**config.mk**
```make
export PLATFORM = sky130hd
export DESIGN_NAME = fb_hazard_ctrl
export DESIGN_NICKNAME = d
export VERILOG_FILES = /design/src/rtl/fb_ctrl_pkg.sv /design/src/rtl/fb_hazard_detect.sv /design/src/rtl/fb_hazard_ctrl.sv
export SDC_FILE = /design/constraint.sdc
export NUM_CORES = 1
export LEC_CHECK = 0
export ABC_AREA = 1
export CAP_MARGIN = 20
export CORE_MARGIN = 5
export CORE_UTILIZATION = 41
export DETAILED_ROUTE_END_ITERATION = 8
export HOLD_SLACK_MARGIN = 0.05
export PLACE_DENSITY = 0.64
export SYNTH_ARGS = -nofsm -noshare
export SYNTH_HDL_FRONTEND = slang
export SYNTH_HIERARCHICAL = 1
export SYNTH_SLANG_ARGS = --single-unit
```
**constraint.sdc**
```tcl
create_clock -name clk -period 1.9 [get_ports clk]
set_input_delay 0.38 -clock clk [delete_from_list [all_inputs] [get_ports clk]]
set_output_delay 0.38 -clock clk [all_outputs]
set_load 0.02 [all_outputs]
```
**src/rtl/fb_ctrl_pkg.sv**
```systemverilog
// Shared types for the Firebird pipeline control unit: FSM encoding and
// the bundle of pipeline-register enables/clears.
package fb_ctrl_pkg;

    typedef enum logic [1:0] {
        FB_ST_RUN    = 2'd0,
        FB_ST_DRAIN  = 2'd1,
        FB_ST_HALTED = 2'd2
    } fb_state_e;

    localparam int FB_DRAIN_CYCLES_DEF = 3;

    typedef struct packed {
        logic pc_we;
        logic ifid_we;
        logic ifid_clr;
        logic idex_we;
        logic idex_clr;
        logic exmem_we;
    } fb_ctrl_t;

endpackage

```
**src/rtl/fb_hazard_detect.sv**
```systemverilog
// Load-use detector: a load in EX whose rd feeds a source operand of ID.
module fb_hazard_detect (
    input  logic [4:0] id_register_rs1,
    input  logic [4:0] id_register_rs2,
    input  logic       id_uses_rs1,
    input  logic       id_uses_rs2,
    input  logic       ex_mem_read,
    input  logic [4:0] ex_register_rd,
    output logic       load_use
);

    logic hit_rs1, hit_rs2;

    assign hit_rs1  = id_uses_rs1 && (ex_register_rd == id_register_rs1);
    assign hit_rs2  = id_uses_rs2 && (ex_register_rd == id_register_rs2);
    // x0 is hardwired zero, so a load to it never creates a dependency
    assign load_use = ex_mem_read && (ex_register_rd != 5'd0) && (hit_rs1 || hit_rs2);

endmodule

```
**src/rtl/fb_hazard_ctrl.sv**
```systemverilog
// Firebird pipeline control: hazard priority, debug halt drain FSM and
// stall/flush performance counters.
module fb_hazard_ctrl
    import fb_ctrl_pkg::*;
#(
    parameter int DRAIN_CYCLES = FB_DRAIN_CYCLES_DEF,
    parameter int CNT_W        = 32
) (
    input  logic             clk,
    input  logic             rst,
    input  logic [4:0]       id_register_rs1,
    input  logic [4:0]       id_register_rs2,
    input  logic             id_uses_rs1,
    input  logic             id_uses_rs2,
    input  logic             ex_mem_read,
    input  logic [4:0]       ex_register_rd,
    input  logic             ex_branch_taken,
    input  logic             mem_busy,
    input  logic             halt_req,
    input  logic             cnt_clr,
    output logic             pc_we,
    output logic             ifid_we,
    output logic             ifid_clr,
    output logic             idex_we,
    output logic             idex_clr,
    output logic             exmem_we,
    output logic             halt_ack,
    output logic [CNT_W-1:0] stall_cycles,
    output logic [CNT_W-1:0] flush_count
);

    localparam int DC_W = (DRAIN_CYCLES < 1) ? 1 : $clog2(DRAIN_CYCLES + 1);
    localparam logic [DC_W-1:0] DC_LOAD = DC_W'(DRAIN_CYCLES);

    logic            load_use;
    logic            advance;
    fb_state_e       state, state_nxt;
    logic [DC_W-1:0] dcnt, dcnt_nxt;
    fb_ctrl_t        hz, ctl;

    fb_hazard_detect u_hz (
        .id_register_rs1 (id_register_rs1),
        .id_register_rs2 (id_register_rs2),
        .id_uses_rs1     (id_uses_rs1),
        .id_uses_rs2     (id_uses_rs2),
        .ex_mem_read     (ex_mem_read),
        .ex_register_rd  (ex_register_rd),
        .load_use        (load_use)
    );

    assign advance = !mem_busy && !load_use;

    always_comb begin
        hz = '{default: 1'b1, ifid_clr: 1'b0, idex_clr: 1'b0};
        if (mem_busy) begin
            hz = '0;
        end else if (ex_branch_taken) begin
            hz = '{default: 1'b1};
        end else if (load_use) begin
            hz = '{pc_we: 1'b0, ifid_we: 1'b0, ifid_clr: 1'b0,
                   idex_we: 1'b1, idex_clr: 1'b1, exmem_we: 1'b1};
        end
    end

    always_comb begin
        ctl       = hz;
        state_nxt = state;
        dcnt_nxt  = dcnt;
        halt_ack  = 1'b0;
        case (state)
            FB_ST_RUN: begin
                if (halt_req) begin
                    state_nxt = FB_ST_DRAIN;
                    dcnt_nxt  = DC_LOAD;
                end
            end
            FB_ST_DRAIN: begin
                if (!ex_branch_taken) ctl.pc_we = 1'b0;
                // only bubble IF/ID when ID moves on, so a stalled or frozen ID survives
                if (advance) ctl.ifid_clr = 1'b1;
                if (!halt_req) begin
                    state_nxt = FB_ST_RUN;
                    dcnt_nxt  = '0;
                end else if (ex_branch_taken && !mem_busy) begin
                    dcnt_nxt = DC_LOAD;
                end else if (advance) begin
                    if (dcnt <= DC_W'(1)) begin
                        state_nxt = FB_ST_HALTED;
                        dcnt_nxt  = '0;
                    end else begin
                        dcnt_nxt = dcnt - DC_W'(1);
                    end
                end
            end
            FB_ST_HALTED: begin
                ctl      = '0;
                halt_ack = 1'b1;
                if (!halt_req) state_nxt = FB_ST_RUN;
            end
            default: begin
                state_nxt = FB_ST_RUN;
                dcnt_nxt  = '0;
            end
        endcase
    end

    always_ff @(posedge clk or negedge rst) begin
        if (!rst) begin
            state <= FB_ST_RUN;
            dcnt  <= '0;
        end else begin
            state <= state_nxt;
            dcnt  <= dcnt_nxt;
        end
    end

    always_ff @(posedge clk or negedge rst) begin
        if (!rst) begin
            stall_cycles <= '0;
            flush_count  <= '0;
        end else if (cnt_clr) begin
            stall_cycles <= '0;
            flush_count  <= '0;
        end else begin
            if ((mem_busy || load_use) && state != FB_ST_HALTED)
                stall_cycles <= stall_cycles + CNT_W'(1);
            if (ex_branch_taken && !mem_busy)
                flush_count <= flush_count + CNT_W'(1);
        end
    end

    assign pc_we    = ctl.pc_we;
    assign ifid_we  = ctl.ifid_we;
    assign ifid_clr = ctl.ifid_clr;
    assign idex_we  = ctl.idex_we;
    assign idex_clr = ctl.idex_clr;
    assign exmem_we = ctl.exmem_we;

endmodule

```
* Yosys cells after proc, flatten, opt, wreduce, memory -nomap -nowiden *
Cells that the tools add are included.

operators by class
  add/sub/neg operators = 3
  $lt $le $gt $ge = 1
  eq/ne operators = 11
  multiplexer cells = 27
  bitwise logic cells = 1
  reduce and logical (&&, ||, !) cells = 17

operators by type and width
  kind                                                 count
  2-to-1 mux 32 bit                                    4
  adder 32 x 1 -> 32 bit, second input constant        2
  2-to-1 mux 2 bit                                     11
  2-to-1 mux 6 bit                                     3
  case mux 2 bit (3 select lines)                      2
  == test 5 bit                                        2
  inequality test 3 bit, second input constant         3
  logical AND 1 bit                                    7
  inequality test 2 bit, second input constant         3
  AND reduction 5 bit                                  1
  nonzero test 5 bit                                   1
  2-to-1 mux 1 bit                                     4
  inequality test 4 bit, second input constant         1
  case mux 1 bit (2 select lines)                      2
  nonzero test 2 bit                                   2
  2-to-1 mux 3 bit                                     1
  AND reduction 3 bit                                  1
  == test 2 x 1 -> 1 bit, second input constant        1
  == test 2 bit, second input constant                 1
  <= comparator 2 x 1 -> 1 bit, second input constant  1
  zero test 1 bit                                      2
  zero test 2 bit                                      1
  logical OR 1 bit                                     2
  subtractor 2 x 1 -> 2 bit, second input constant     1
  NOT 1 bit                                            1

word-level totals
  bits in registers = 68
  bits of input ports = 24
  output and inout bits = 71
  word-level logic and storage cells = 64

* Depth between registers and ports, before layout *
Gate-level depths: netlist of the first run.

  word-level depth = 10
  gate-level depth with buffers = 14
  depth with buffers taken out = 14

* Hierarchy *
Netlist of the first run, hierarchy kept.

modules (own cells, without submodules)
  module            times used  cells each  area an instance (um2)
  fb_hazard_ctrl    1           601         4246.6
  fb_hazard_detect  1           55          216.5

* Worst setup path after synthesis of the first run *
Ideal clock, no wire load.

  path kind = input to output
  start point = in ex_register_rd[3]
  end point = out pc_we
  data arrival time = 1.491 ns
  data required time = 1.520 ns
  slack = 0.029 ns
  stages = 9
  buffers on the path = 0
  cell sequence = inv_1 > nand4_1 > o21ai_0 > a21oi_1 > inv_1 > nand2_1 > nand2_1 > inv_1 > o21ai_0

between the ends
  word-level cells in the longest chain between the ends = 9
  elaborated cells on any way between the ends = 13

ends and longest elaborated chain
  item                                         RTL line                                        RTL
  from (decl)                                  fb_hazard_ctrl.sv:16                            input logic [4:0] ex_register_rd,
  == test 5 bit, on equally long branches      fb_hazard_detect.sv:14, fb_hazard_detect.sv:15
  logical AND 1 bit, on equally long branches  fb_hazard_detect.sv:14, fb_hazard_detect.sv:15
  logical OR 1 bit                             fb_hazard_detect.sv:17                          assign load_use = ex_mem_read && (ex_register_rd != 5'd0) && (hit_rs1 || hit_rs2);
  logical AND 1 bit *                          fb_hazard_detect.sv:17
  net load_use                                 fb_hazard_ctrl.sv:35                            logic load_use;
  2-to-1 mux 6 bit *                           fb_hazard_ctrl.sv:59                            end else if (load_use) begin
  2-to-1 mux 6 bit *                           fb_hazard_ctrl.sv:57                            end else if (ex_branch_taken) begin
  2-to-1 mux 6 bit *                           fb_hazard_ctrl.sv:55                            if (mem_busy) begin
  2-to-1 mux 1 bit                             fb_hazard_ctrl.sv:78                            if (!ex_branch_taken) ctl.pc_we = 1'b0;
  case mux 1 bit (2 select lines) *            fb_hazard_ctrl.sv:70                            case (state)
  to (decl)                                    fb_hazard_ctrl.sv:21                            output logic pc_we,

The timed path passes the listed nets; every way through them passes the cells marked *.

* Worst setup path after layout of the first run *
  start point = reg flush_count[25]
  end point = out flush_count[25]

RTL lines
  item                    RTL line               RTL
  from (decl)             fb_hazard_ctrl.sv:29   output logic [CNT_W-1:0] flush_count
  from (signal assigned)  fb_hazard_ctrl.sv:128  flush_count <= flush_count + CNT_W'(1);

No word-level cell between the ends.

==> results.py, run 1 <==
metrics = {
    "sta": {
        "final-setup-viol-count": 0,
        "layout_min_cycle_time_ns": 1.84,
        "fin_ws_ns": 0.0612,
        "final.setup.tns_ns": 0,
        "timing.final.crit_share_pct": 96.8,
        "relSlewSlack_pct": 75.1,
        "finalHoldViolCount": 0,
        "max_freq_ghz": 0.544,
        "holdWs_ns": 0.0520,
        "slew_violations": 0,
        "worst_pin_slew_ns": 0.374,
        "finClkSkew_ns": 0.00836,
    },
    "setup_path": {
        "worstPathArrival_ns": 1.46,
        "crit_type": "register to output port",
        "r2r-start": "state[0]$_DFFE_PN0P_",
        "cp_cell_sequence": "clkdlybuf4s50_1",
        "path_buf_inv": 1,
        "max_stage_delay_ns": 0.65,
        "critPathTopFamily": "buffers and inverters",
        "start_kind": "register",
        "crit_fanout": 6,
        "r2r_slack_ns": 0.19,
        "worstSetupEndpointType": "output port",
        "required_ns": 1.52,
        "cp_slowest_cell": "clkdlybuf4s50_1",
        "crit_start": "flush_count[25]$_DFFE_PN0P_",
    },
    "grt": {
        "grt_pass1_wl_um": 21500,
        "grt_overflow": 0,
        "grt_usage_pct": 20.2,
        "antenna_found_initial": 0,
        "grt_max_degree": 69,
        "grt_pass1_vias": 4538,
    },
    "final_layout": {
        "antenna_cells": 0,
        "multi_input_area_mm2": 0.00247,
        "instances_no_fill": 925,
        "n_fill_cell": 1082,
        "final_cell_mix": "nand2_1, nor2_1, inv_1, dfrtp_1, clkdlybuf4s50_1",
        "nets": 809,
        "synthToLayoutAreaGrowth_pct": 34.7,
        "design_area_mm2": 0.00601,
        "seqCellArea_mm2": 0.00170,
        "fin_util_pct": 55.9,
        "final_common_cell": "nand2_1",
        "drive_gt1_share_pct": 17.5,
    },
    "synthesis": {
        "yosys-top-cells-area": "dfrtp_1, nand2_1, nor2_1, inv_1, a21oi_1",
        "synth_fa_ha_area_share_pct": 1.40,
        "synth_compound_area_share_pct": 9.00,
        "synth_cell_types": 34,
        "synth_xor_area_share_pct": 0,
        "ys_ff_latch": 68,
        "synth_edf_count": 0,
        "avgSynthCellArea_um2": 6.80,
        "synth_flop_cell": "dfrtp_1",
        "mappedNetlistNets": 685,
        "yosys.area.top_type": "dfrtp_1",
        "yosysWarningCount": 6,
        "synth_top_family_by_area": "simple AND/OR/NAND/NOR gates",
        "async_reset_ff_share_pct": 100,
        "yosysSeqAreaShare_pct": 38.1,
        "yosysTopAreaCellShare_pct": 38.1,
        "synth_area_mm2": 0.00446,
        "post_synth_and_or_nand_nor_area_fraction_pct": 43.7,
        "synthMuxAreaShare_pct": 0,
        "syn_inst": 656,
    },
    "routing": {
        "drt_pass1_iterations": 4,
        "routed_wl_um": 12900,
        "drc": 0,
        "drtAntennaViolNets": 0,
        "viasPerCell": 4.92,
        "post_drt_wl_per_cell_um": 13.9,
        "detail_route.iter0.violations": 196,
        "vias": 4548,
    },
    "clock_tree": {
        "postCtsHoldBufs": 0,
        "cts_buffers": 9,
        "path_clk_slew_ns": 0.08,
        "htree_num_levels": 3,
        "cts_tree": "built",
        "cts_root_buf": "clkbuf_8",
        "cts_buffer_depth": 2,
        "clk_latency_ns": 0.34,
        "cts.sinks": 68,
    },
    "placed_design": {
        "place_congestion": 0.866,
        "portBuffers": 94,
        "post_dp_cell_area_mm2": 0.00575,
        "pre_cts_slack_ns": -0.826,
        "place_hpwl_um": 9780,
        "place_inst": 907,
    },
    "power": {
        "p_leak_nw": 2.73,
        "ir_drop_v": 0.000378,
        "pwr-share-clk_pct": 35.7,
        "switchingPower_mw": 1.14,
        "finalPower_mw": 3.80,
        "p_per_area_mw_per_mm2": 632,
        "swShare_pct": 29.9,
        "power_frac_comb_pct": 23.5,
        "pwr-share-seq_pct": 40.8,
        "p_int_mw": 2.66,
    },
    "die": {
        "start_util_pct": 41.5,
        "dieHeight_um": 114,
        "core_area_mm2": 0.0107,
        "die_area_mm2": 0.0131,
        "die_w_um": 114,
        "boundaryPins": 95,
        "rows": 38,
    },
    "hold_path": {
        "min_path_type": "input port to async pin",
    },
    "status": {
        "status": "completed",
    },
    "job": {
        "max_cap_violations": 0,
    },
}
==> per-layer routing <==
| metal | GRT usage (%) | share of wire, % | up-vias |
|---|---|---|---|
| li1 | - | - | 2323 |
| met1 | 24.7 | 42 | 2089 |
| met2 | 36.0 | 51 | 112 |
| met3 | 3.12 | 4.6 | 24 |
| met4 | 7.13 | 1.8 | 0 |
| met5 | 0 | 0 | - |
==> registers in the layout, indices dropped and copies added (netlist names) <==
signal        flops
dcnt              2
flush_count      32
stall_cycles     32
state             2
==> logic make-up (layout without fill, tap and decap cells) <==
| kind of cell | Yosys count | in the layout |
|---|---|---|
| adders and majority gates | 5 | 5 |
| AOI/OAI and AO/OA | 76 | 76 |
| and+or+nand+nor | 420 | 420 |
| buffers and inverters | 87 | 216 |
| DFF | 68 | 68 |
==> power by group through the flow <==
stage	combinational, mW	clock, mW	sequential (mW)
final	0.893	1.36	1.55
after global routing	0.985	1.44	1.56
after CTS	0.864	1.39	1.55
after detailed placement	0.886	0	1.57
after global placement	0.871	0	1.57
after floorplan	0.473	0	1.58
==> path summary, 6_finish.rpt <==
check | cells after the start | to
worst max register to register | 11 | stall_cycles[18]$_DFFE_PN0P_
worst min register to register | 1 | flush_count[15]$_DFFE_PN0P_
min in group clk | 1 | flush_count[15]$_DFFE_PN0P_
worst min-delay path | 2 | flush_count[19]$_DFFE_PN0P_
worst max-delay path | 1 | flush_count[25]
max in group asynchronous | 2 | flush_count[25]$_DFFE_PN0P_
==> final cells by class <==
type / instances / share of cell area, %
multi-input combinational: 501 / 41.2
clock buffer: 12 / 2.42
sequential: 68 / 28.3
inverter: 78 / 5.00
clock inverter: 4 / 1.21
tap: 140 / 2.91
timing repair buffer: 122 / 19.0
==> cells in the mapped netlist (2+ instances only) <==
master,number
a21oi_1,43
buf_2,2
buf_6,2
clkbuf_1,3
dfrtp_1,68
ha_1,5
inv_1,75
inv_2,2
nand2_1,184
nand2_2,8
nand2_4,3
nand3_1,42
nand3_2,4
nand3_4,3
nand4_1,7
nor2_1,128
nor2_2,9
nor2_4,14
nor2_8,2
nor3_1,12
o21a_1,3
o21ai_0,21
o21ai_1,5
==> repair_timing <==
action                     CTS  global route
resized for setup           94            46
pin swaps                   17            22
setup endpoints to repair   41            24
setup buffers                0             2
No activity file was read; power rests on OpenSTA's default activity.
==> run 2, diff against run 1 <==
--- a/config.mk
+++ b/config.mk
@@ -8,10 +8,10 @@
 export ABC_AREA = 1
 export CAP_MARGIN = 20
 export CORE_MARGIN = 5
-export CORE_UTILIZATION = 41
+export CORE_UTILIZATION = 35
 export DETAILED_ROUTE_END_ITERATION = 8
 export HOLD_SLACK_MARGIN = 0.05
-export PLACE_DENSITY = 0.64
+export PLACE_DENSITY = 0.56
 export SYNTH_ARGS = -nofsm -noshare
 export SYNTH_HDL_FRONTEND = slang
 export SYNTH_HIERARCHICAL = 1
==> run 2 against run 1 <==
Effect of this change:
- worst hold slack improved by 0.43 ns
- die area up 16%
- clock skew shrank 0.0033 ns
- sequential power about the same
- setup slack better by 0.0074 ns
- non-clock buffer count up 9
- critical path depth unchanged
- core utilization down 7.2 points
- register-to-register slack improved by 0.04 ns
- final area up 1.9%
- cell count up 4.3%
- wire length rose by 0.67%
- critical endpoint is now stall_cycles[20]
==> results.py, run 2 (synthesis results as in run 1) <==
metrics = {
    "final_layout": {
        "n_fill_cell": 1326,
        "instances_no_fill": 965,
        "synthToLayoutAreaGrowth_pct": 37.1,
        "final_common_cell": "nand2_1",
        "final_cell_mix": "nand2_1, nor2_1, inv_1, dfrtp_1, clkdlybuf4s50_1",
        "design_area_mm2": 0.00612,
        "seqCellArea_mm2": 0.00170,
        "drive_gt1_share_pct": 17.5,
        "nets": 818,
        "multi_input_area_mm2": 0.00245,
        "antenna_cells": 0,
        "reg.largest.list": "flush_count (32), stall_cycles (32)",
    },
    "setup_path": {
        "crit_fanout": 6,
        "max_stage_delay_ns": 0.65,
        "required_ns": 1.52,
        "cp_cell_sequence": "clkdlybuf4s50_1",
        "crit_type": "register to output port",
        "worstPathArrival_ns": 1.45,
        "critPathTopFamily": "buffers and inverters",
        "path_buf_inv": 1,
        "r2r_slack_ns": 0.23,
        "worstSetupEndpointType": "output port",
        "start_kind": "register",
        "cp_slowest_cell": "clkdlybuf4s50_1",
    },
    "sta": {
        "rsz0062_at_grt": "no",
        "layout_min_cycle_time_ns": 1.83,
        "timing.final.crit_share_pct": 96.4,
        "finClkSkew_ns": 0.00505,
        "final-setup-viol-count": 0,
        "finalHoldViolCount": 0,
        "worst_pin_slew_ns": 0.375,
        "slew_violations": 0,
        "final.setup.tns_ns": 0,
        "max_freq_ghz": 0.546,
        "relSlewSlack_pct": 75.0,
    },
    "status": {
        "status": "completed",
    },
    "power": {
        "ir_drop_v": 0.000420,
        "p_per_area_mw_per_mm2": 659,
        "p_leak_nw": 2.78,
    },
    "routing": {
        "viasPerCell": 4.73,
        "wl_met1_um": 5600,
        "drt_pass1_iterations": 4,
        "detail_route.iter0.violations": 202,
        "wl_met2_um": 6440,
        "top_layer": "met4",
        "drc": 0,
        "post_drt_wl_per_cell_um": 13.4,
        "drtAntennaViolNets": 0,
        "wl_met3_um": 608,
        "vias": 4561,
        "routed_wl_um": 12900,
    },
    "clock_tree": {
        "path_clk_slew_ns": 0.06,
        "cts_tree": "built",
        "cts_buffers": 9,
        "htree_num_levels": 3,
        "cts.sinks": 68,
        "clk_latency_ns": 0.34,
        "cts_root_buf": "clkbuf_16",
        "cts_buffer_depth": 2,
    },
    "grt": {
        "antenna_found_initial": 0,
        "grt_overflow": 0,
        "grt_pass1_vias": 4513,
        "grt_max_degree": 31,
        "grt_usage_pct": 18.2,
        "grt_pass1_wl_um": 21600,
    },
    "hold_path": {
        "min_path_type": "input port to async pin",
    },
    "die": {
        "dieHeight_um": 123,
        "rows": 41,
        "die_w_um": 123,
        "start_util_pct": 35.5,
        "boundaryPins": 95,
        "die_area_mm2": 0.0151,
        "core_area_mm2": 0.0126,
    },
    "placed_design": {
        "place_inst": 947,
        "post_dp_cell_area_mm2": 0.00581,
        "portBuffers": 94,
        "place_hpwl_um": 10200,
        "place_congestion": 0.866,
    },
    "job": {
        "max_cap_violations": 0,
    },
}
-- run 2: cell types whose count changed in the layout (fill, tap and decap cells not counted), moves of 2 or more --
cell	delta
buf_4	+9
clkbuf_16	+9
clkbuf_8	-8
nand2_1	+5
nand2_2	-4
buf_12	-2
bufinv_16	-2
-- run 2: final cells by class --
class | count | area share, %
clock inverters | 2 | 0.164
flip-flops and latches | 68 | 27.8
repair buffers | 131 | 19.3
clock buffers | 13 | 4.25
multi-input cells | 501 | 40.1
well taps | 172 | 3.52
inverters | 78 | 4.87
-- run 2: timing repair --
item	4_1_cts	5_1_grt
hold endpoints to repair	12	0
gates resized for setup	98	38
pin swaps	20	21
setup endpoints to repair	41	34
hold buffers	1	0
setup buffers	1	1
gates cloned	0	0
-- run 2: worst paths after layout --
check | endpoint | depth (start not counted) | start
setup / recovery | stall_cycles[20] | 1 | stall_cycles[20]$_DFFE_PN0P_
hold / removal | flush_count[4]$_DFFE_PN0P_ | 2 | rst
setup reg to reg | stall_cycles[31]$_DFFE_PN0P_ | 11 | state[0]$_DFFE_PN0P_
hold reg to reg | state[1]$_DFFE_PN0P_ | 2 | state[1]$_DFFE_PN0P_
max in group asynchronous | stall_cycles[28]$_DFFE_PN0P_ | 3 | rst
min in group clk | state[1]$_DFFE_PN0P_ | 2 | state[1]$_DFFE_PN0P_
-- run 2: report_power, final --
| part | internal, mW | switching [mW] |
|---|---|---|
| Combinational | 0.400 | 0.526 |
| Clock | 0.943 | 0.615 |
| Sequential | 1.51 | 0.0423 |
-- run 2: metal layers --
metal,vias to the layer above,track usage [%]
li1,2339,-
met1,2104,21.9
met2,99,31.8
met3,19,4.12
met4,0,6.51
met5,-,0
-- run 2: through the flow --
step | hold slack, ns | util (%) | setup slack, ns | power (mW)
after global routing | 0.518 | 48.7 | 0.00155 | 4.26
after floorplan | 0.0844 | - | 0.0287 | 2.05
final | 0.479 | 48.7 | 0.0685 | 4.03
after global placement | 0.295 | 46.3 | -0.802 | 2.45
after detailed placement | 0.306 | 46.3 | -0.899 | 2.46
after CTS | 0.484 | 48.1 | 0.00623 | 4.03
==> run 3, diff against run 2 <==
==> constraint.sdc (replaced) <==
create_clock -name clk -period 2.3 [get_ports clk]
set_input_delay 0.46 -clock clk [delete_from_list [all_inputs] [get_ports clk]]
set_output_delay 0.46 -clock clk [all_outputs]
set_load 0.02 [all_outputs]
==> run 3 against run 2 <==
Effect of this change:
- wire length is 0.51% lower
- register-to-register slack better by 0.26 ns
- sequential share of layout area is 0.32 points higher
- die area stayed put
- critical endpoint is now ifid_clr
- highest routed layer unchanged
==> results.py, run 3 (synthesis results as in run 1) <==
metrics = {
    "status": {
        "status": "completed",
    },
    "setup_path": {
        "worstPathArrival_ns": 1.76,
        "crit_type": "input port to output port",
        "required_ns": 1.84,
        "crit_fanout": 3,
        "worstSetupEndpointType": "output port",
        "start_kind": "input port",
        "max_stage_delay_ns": 0.45,
        "cp_slowest_cell": "clkdlybuf4s50_1",
        "cp_cell_sequence": "clkdlybuf4s50_1, nand2_1, nor2_1, nand3_1, a21oi_2, inv_1, nand2_2, nand2_4, nand3_2, o21ai_2, buf_4",
    },
    "die": {
        "boundaryPins": 95,
        "rows": 41,
        "core_area_mm2": 0.0126,
        "dieHeight_um": 123,
        "die_w_um": 123,
        "start_util_pct": 35.5,
        "die_area_mm2": 0.0151,
    },
    "clock_tree": {
        "path_clk_slew_ns": 0.05,
        "cts_root_buf": "clkbuf_16",
        "htree_num_levels": 3,
        "clk_latency_ns": 0.33,
        "cts_buffer_depth": 2,
        "cts_tree": "built",
        "cts_buffers": 9,
        "cts.sinks": 68,
        "postCtsHoldBufs": 0,
    },
    "power": {
        "ir_drop_v": 0.000296,
        "p_per_area_mw_per_mm2": 557,
        "finalPower_mw": 3.37,
        "p_leak_nw": 2.72,
    },
    "job": {
        "max_cap_violations": 0,
    },
    "final_layout": {
        "synthToLayoutAreaGrowth_pct": 35.6,
        "antenna_cells": 0,
        "reg.largest.list": "flush_count (32), stall_cycles (32)",
        "final_cell_mix": "nand2_1, nor2_1, inv_1",
        "design_area_mm2": 0.00605,
        "final_common_cell": "nand2_1",
        "drive_gt1_share_pct": 12.7,
        "instances_no_fill": 953,
        "nets": 806,
    },
    "placed_design": {
        "place_hpwl_um": 10000,
        "post_dp_cell_area_mm2": 0.00578,
        "portBuffers": 94,
        "place_inst": 938,
        "place_congestion": 0.941,
    },
    "routing": {
        "detail_route.iter0.violations": 314,
        "drc": 0,
        "routed_wl_um": 12900,
        "post_drt_wl_per_cell_um": 13.5,
        "viasPerCell": 4.78,
        "drt_pass1_iterations": 5,
        "vias": 4560,
        "drtAntennaViolNets": 0,
    },
    "grt": {
        "grt_usage_pct": 18.1,
        "grt_max_degree": 32,
        "grt_overflow": 0,
        "grt_pass1_vias": 4470,
        "grt_pass1_wl_um": 21500,
        "antenna_found_initial": 0,
    },
    "sta": {
        "max_freq_ghz": 0.450,
        "holdWs_ns": 0.188,
        "slew_violations": 0,
        "finalHoldViolCount": 0,
        "timing.final.crit_share_pct": 96.6,
        "finClkSkew_ns": 0.00530,
        "layout_min_cycle_time_ns": 2.22,
        "worst_pin_slew_ns": 0.729,
        "final-setup-viol-count": 0,
        "relSlewSlack_pct": 51.4,
    },
    "hold_path": {
        "min_path_type": "input port to async pin",
    },
}
[run 3: through the flow]
stage / setup TNS, ns / util (%) / setup slack [ns]
floorplan: 0 / - / 0.269
global placement: -8.94 / 46.0 / -0.569
detailed placement: -10.39 / 46.0 / -0.599
CTS: 0 / 48.0 / 0.0253
global route: -0.00589 / 48.1 / -0.00510
finish: 0 / 48.1 / 0.0790
[run 3: worst max-delay path: cells and delay by family]
kind / cells / cell delay [ns]
buf+inv: 3 / 0.66
simple gates: 6 / 0.44
compound gates: 2 / 0.19
[run 3: worst paths after layout]
check                                startpoint                            to  slack (ns)  cells after the start
setup / recovery                    id_uses_rs2                      ifid_clr        0.08                     11
hold / removal                              rst    flush_count[4]$_DFFE_PN0P_        0.19                      1
setup reg to reg           state[0]$_DFFE_PN0P_  stall_cycles[29]$_DFFE_PN0P_        0.49                     11
hold reg to reg            state[0]$_DFFE_PN0P_          state[0]$_DFFE_PN0P_        0.51                      2
max in group asynchronous                   rst  stall_cycles[16]$_DFFE_PN0P_        1.48                      2
min in group clk           state[0]$_DFFE_PN0P_          state[0]$_DFFE_PN0P_        0.51                      2
[run 3: layout make-up]
cell class / instances / area, µm²
well taps: 172 / 215
repair buffers: 119 / 1120
flip-flops and latches: 68 / 1700
inverters: 78 / 293
clock inverters: 2 / 35.0
multi-input cells: 501 / 2440
fillers: 1303 / 6520
clock buffers: 13 / 250
[run 3: repair_timing]
action,4_1_cts,5_1_grt
endpoints found under the setup margin,6,5
pin swaps,4,5
setup buffers,0,0
resized for setup,41,13
[run 3: power by group]
| part | total, mW | switching (mW) | internal (mW) |
|---|---|---|---|
| sequential | 1.28 | 0.0397 | 1.24 |
| clock | 1.37 | 0.510 | 0.863 |
| combinational | 0.715 | 0.414 | 0.301 |
[run 3: per-layer routing]
metal / vias to the layer above / wire [µm] / track usage [%]
li1: 2325 / - / -
met1: 2071 / 5650 / 21.8
met2: 142 / 6320 / 31.4
met3: 22 / 630 / 4.16
met4: 0 / 284 / 6.93
met5: - / 0 / 0
